## src/rtl/fpu_issue_ctrl.sv

```systemverilog
// fpu_issue_ctrl: issue/stall sequencer for multi-cycle FP ops.
// Fixed-latency ops (fadd/fsub/fmul) count down. Iterative ops (fdiv/fsqrt)
// use a start/done handshake with a shared unit. Each op ends with a
// one-cycle write-back strobe.
// Optional: define FPU_WDOG_EN to add an iterative-unit watchdog.
module fpu_issue_ctrl #(
  parameter int LAT_ADD  = 3,
  parameter int LAT_MUL  = 4,
  parameter int WDOG_CYC = 64
) (
  input  logic       i_clk,
  input  logic       i_rst_n,
  input  logic       i_valid,
  input  logic [4:0] i_alu_op,
  input  logic [4:0] i_rd,
  input  logic       i_flush,
  input  logic       i_fu_done,
  output logic       o_fu_start,
  output logic       o_fu_op,
  output logic       o_fu_abort,
  output logic       o_stall,
  output logic       o_busy,
  output logic       o_wb_vld,
  output logic [4:0] o_wb_rd,
  output logic       o_wdog_err
);

  localparam int MAXL = (LAT_ADD > LAT_MUL) ? LAT_ADD : LAT_MUL;
  localparam int MAXV = (MAXL > WDOG_CYC) ? MAXL : WDOG_CYC;
  localparam int CW   = $clog2(MAXV + 1);

  localparam logic [4:0] OP_FADD  = 5'b01010;
  localparam logic [4:0] OP_FSUB  = 5'b01011;
  localparam logic [4:0] OP_FMUL  = 5'b01100;
  localparam logic [4:0] OP_FDIV  = 5'b01101;
  localparam logic [4:0] OP_FSQRT = 5'b10000;

  typedef enum logic [1:0] {IDLE, FIXED, ITER, WB} state_t;

  state_t        r_state, w_nxt;
  logic [CW-1:0] r_cnt, w_cnt_nxt;
  logic [4:0]    r_rd;
  logic          r_op;
  logic          r_fu_start, r_abort, r_wdog_err;
  logic          w_abort_nxt, w_err_nxt;
  logic          w_fixed, w_iter, w_mul, w_accept;

  assign w_mul    = (i_alu_op == OP_FMUL);
  assign w_fixed  = (i_alu_op == OP_FADD) || (i_alu_op == OP_FSUB) || w_mul;
  assign w_iter   = (i_alu_op == OP_FDIV) || (i_alu_op == OP_FSQRT);
  assign w_accept = (r_state == IDLE) && i_valid && (w_fixed || w_iter) && !i_flush;

  // Next-state, counter and pulse generation
  always_comb begin
    w_nxt       = r_state;
    w_cnt_nxt   = r_cnt;
    w_abort_nxt = 1'b0;
    w_err_nxt   = r_wdog_err;
    case (r_state)
      IDLE: begin
        if (w_accept) begin
          if (w_fixed) begin
            // LAT=1 skips FIXED entirely; the count is then unused
            w_cnt_nxt = w_mul ? CW'(LAT_MUL - 1) : CW'(LAT_ADD - 1);
            w_nxt     = ((w_mul ? LAT_MUL : LAT_ADD) == 1) ? WB : FIXED;
          end else begin
            w_cnt_nxt = '0;
            w_nxt     = ITER;
          end
        end
      end
      FIXED: begin
        if (i_flush) begin
          w_nxt = IDLE;
        end else begin
          w_cnt_nxt = r_cnt - 1'b1;
          if (r_cnt == CW'(1)) w_nxt = WB;
        end
      end
      ITER: begin
        if (i_flush) begin
          // flush beats a same-cycle done
          w_nxt       = IDLE;
          w_abort_nxt = 1'b1;
        end else if (i_fu_done) begin
          w_nxt = WB;
        end else begin
`ifdef FPU_WDOG_EN
          // r_cnt is 0 in the first ITER cycle, so WDOG_CYC-1 marks the last allowed one
          if (r_cnt == CW'(WDOG_CYC - 1)) begin
            w_nxt       = IDLE;
            w_abort_nxt = 1'b1;
            w_err_nxt   = 1'b1;
          end else begin
            w_cnt_nxt = r_cnt + 1'b1;
          end
`else
          w_nxt = ITER;
`endif
        end
      end
      WB:      w_nxt = IDLE;
      default: w_nxt = IDLE;
    endcase
  end

  // State, counter, latched op info and registered pulses
  always_ff @(posedge i_clk or negedge i_rst_n) begin
    if (!i_rst_n) begin
      r_state    <= IDLE;
      r_cnt      <= '0;
      r_rd       <= '0;
      r_op       <= 1'b0;
      r_fu_start <= 1'b0;
      r_abort    <= 1'b0;
      r_wdog_err <= 1'b0;
    end else begin
      r_state    <= w_nxt;
      r_cnt      <= w_cnt_nxt;
      r_fu_start <= w_accept && w_iter;
      r_abort    <= w_abort_nxt;
      r_wdog_err <= w_err_nxt;
      if (w_accept) begin
        r_rd <= i_rd;
        r_op <= (i_alu_op == OP_FSQRT);
      end
    end
  end

  assign o_fu_start = r_fu_start;
  assign o_fu_op    = r_op;
  assign o_fu_abort = r_abort;
  assign o_busy     = (r_state != IDLE);
  assign o_stall    = w_accept || (r_state == FIXED) || (r_state == ITER);
  assign o_wb_vld   = (r_state == WB);
  assign o_wb_rd    = (r_state == WB) ? r_rd : 5'd0;
`ifdef FPU_WDOG_EN
  assign o_wdog_err = r_wdog_err;
`else
  assign o_wdog_err = 1'b0;
`endif

endmodule

```

## config.mk

```make
export PLATFORM = sky130hd
export DESIGN_NAME = fpu_issue_ctrl
export DESIGN_NICKNAME = d
export VERILOG_FILES = /design/src/rtl/fpu_issue_ctrl.sv
export SDC_FILE = /design/constraint.sdc
export NUM_CORES = 1
export LEC_CHECK = 0
export ABC_AREA = 0
export ABC_CLOCK_PERIOD_IN_PS = 1500
export BUFFER_PORTS_ARGS = -buffer_cell sky130_fd_sc_hd__buf_2
export CAP_MARGIN = 20
export CORE_MARGIN = 1.5
export CORE_UTILIZATION = 45
export CTS_CLUSTER_SIZE = 14
export DETAILED_ROUTE_END_ITERATION = 10
export GPL_TIMING_DRIVEN = 0
export MAX_ROUTING_LAYER = met4
export PLACE_DENSITY = 0.73
export SETUP_SLACK_MARGIN = 0.3
export SYNTH_ARGS = -nofsm -noshare
export SYNTH_HDL_FRONTEND = slang
export SYNTH_SLANG_ARGS = --single-unit
```

## constraint.sdc

```tcl
create_clock -name i_clk -period 1.5 [get_ports i_clk]
set_input_delay 0.3 -clock i_clk [delete_from_list [all_inputs] [get_ports i_clk]]
set_output_delay 0.3 -clock i_clk [all_outputs]
set_load 0.01 [all_outputs]
```

==> results.txt <==
RSZ-0062 raised after global routing: true
post-synth top area share: 0.433
vias per cell: 5.53
met2 WL post-DR: 1270 um
Routed wire per std cell: 15.8 um
Critical Path AT: 1.37 ns
I/O Pins: 27
Logic pwr share: 0.383
Syn Inst Count: 98
CTS tree: built
initial DRC count: 15
port bufs: 25
synth warn: 0
largest net degree at the start of global routing: 18
# clock sinks: 17
GP Congestion: 0.776
initial core utilization: 0.491
GRT Residual Overflow: 0
Tightest Pin Transition: 0.506 ns
first drt pass iteration count: 4
area grow syn2layout: 43.9%
critical path peak fanout: 4
R2R depth: 5
CTS Buffer Depth: 2
leading area contributor after synthesis: dfrtp_1
via count of the first global-routing pass: 883
via count: 907
die width: 49.7 um
share of layout cells above drive strength 1: 0.489
Yosys cell types: 36
part of the cycle the worst path needs: 1.12
Max Cap Viol: 0
WP data required: 1.20 ns
violated checks: negative setup slack
Sw Pwr: 0.488 mW
clock-pin slew on the worst setup and hold paths: 0.09 ns
# setup viols final: 21
top cells by count, synth: dfrtp_1 (17), nor2_1 (11), o21ai_0 (8)
setup ws final: -0.173 ns
H-tree depth: 1
critical path class: reg2out
antenna-violating nets left: 0
Seq cells post-synth: 17
drt drc: 0
GRT Util Overall: 0.215
Post-synth EDFFs: 0
# diodes: 0
Avg Inst Size Synth: 10.0 sq um
Setup Skew: 0.00278 ns
Die Ht: 49.7 um
metal3 WL: 124 um
first-pass GRT wire length: 3900 um
Max Used Layer: met4
Sw Share: 0.339
initial antenna violation count: 0
fmax: 0.598 GHz
CTS buffer count: 3
final wirelength: 2590 um
Hold Crit Class: in2reg
Tmin final: 1.67 ns
status: finished, violations left
leakage power: 0.696 nW
Crit. End Element: output port
Row Count: 16
Hold Path Depth: 2
ranking of synthesized cells by area: dfrtp_1 (43%), mux2_4 (7.6%), nor2_1 (4.2%), o21ai_0 (4.1%), and3_1 (3.2%)
Mapped Nets: 115
post-detail-place hpwl: 1580 um
die area: 2470 sq um
CORE AREA: 2000 sq um
Synth async-reset ratio: 1.00
max-slew violations: 0
PD cells: 1020 nW/um^2
Final nets: 155
Max rail drop VDD: 0.000628 V
mapped cell area: 982 sq um
P_int: 0.953 mW
met1 WL: 1100 um
final hold vios: 0
final design utilization: 0.706
most numerous cell in the Yosys netlist: dfrtp_1
most common flop cell mapped by yosys: dfrtp_1
Root Driver: clkbuf_4
setup TNS: -1.40 ns
Slew Limit Headroom: 0.663
Reg power frac: 0.445
sequential fraction of the synthesis area: 0.433
clock power share: 0.173
Skew-Pair Late Insertion Delay: 0.29 ns
CP Launch Type: register
repair_timing:
item / in CTS / in global routing
hold buffers: 1 / 0
hold endpoints to repair: 17 / 0
pin swaps: 10 / 11
endpoints found under the setup margin: 24 / 24
resized for setup: 21 / 23
buffers inserted: 4 / 5
state kept, by name, indices dropped and copies added, names as in the netlist:
| register | cells |
|---|---|
| r_cnt | 7 |
| r_rd | 5 |
| r_state | 2 |
| o_fu_abort | 1 |
| o_fu_op | 1 |
| o_fu_start | 1 |
final cells by class:
cell class	instances	area, sq um
fill	153	588
inverter	3	11.3
timing repair buffer	35	241
tap	27	33.8
multi-input combinational	75	644
clock buffer	4	26.3
buffer	3	30.0
sequential	17	427
power by group through the flow:
stage / registers (mW) / logic, mW / clock network, mW
floorplan: 0.622 / 0.275 / 0
global placement: 0.633 / 0.355 / 0
detailed placement: 0.642 / 0.373 / 0
CTS: 0.628 / 0.431 / 0.243
global route: 0.654 / 0.600 / 0.278
finish: 0.641 / 0.552 / 0.249
stage by stage:
stage	hold WS [ns]	power, mW	cells	area, sq um	worst slack, ns
after CTS	0.234	1.30	159	1260	-0.208
after global placement	0.245	0.988	150	1150	-0.320
after floorplan	0.00441	0.897	98	987	-0.0697
final	0.233	1.44	164	1410	-0.173
after detailed placement	0.236	1.01	150	1150	-0.336
after global routing	0.221	1.53	164	1410	-0.230
cell families after synthesis:
| kind of cell | share of synthesized area |
|---|---|
| buffers and inverters | 0.0268 |
| other | 0.00382 |
| flip-flops | 0.433 |
| AO/OA/AOI/OAI | 0.173 |
| AND/OR/NAND/NOR | 0.251 |
| adder cells (fa/ha/maj) | 0.0255 |
| multiplexers | 0.0866 |
cell usage in the layout (no fill, tap or decap), types with 3 or more instances in the layout:
cell type	instances
inv_1	3
a21oi_1	4
buf_2	22
nand2_1	5
nand3b_1	3
clkbuf_4	4
buf_4	9
buf_8	3
dfrtp_1	16
nor2_1	10
and3_1	5
o21ai_1	7
mux2_4	5
final timing paths:
kind,start,slack (ns),endpoint
min,i_rd[3],0.23,r_rd[3]
max in group asynchronous,i_rst_n,0.75,r_state[0]
min in group asynchronous,i_rst_n,0.46,o_fu_op
max reg2reg,r_state[1],-0.11,r_cnt[4]
min reg2reg,r_rd[0],0.52,r_rd[0]
max,r_state[1],-0.17,o_stall
critical path: stages, from the launching register on:
cell and delay, ns:
dfrtp_1 0.42, nor2_2 0.14, nand3b_1 0.14, o21bai_4 0.21, nand3_2 0.07, buf_6 0.10
metal layers:
| layer | track usage | vias up |
|---|---|---|
| li1 | - | 437 |
| met1 | 0.257 | 432 |
| met2 | 0.362 | 29 |
| met3 | 0.0333 | 9 |
| met4 | 0.0833 | 0 |
| met5 | - | - |
Power figures use the tool's default switching activity.
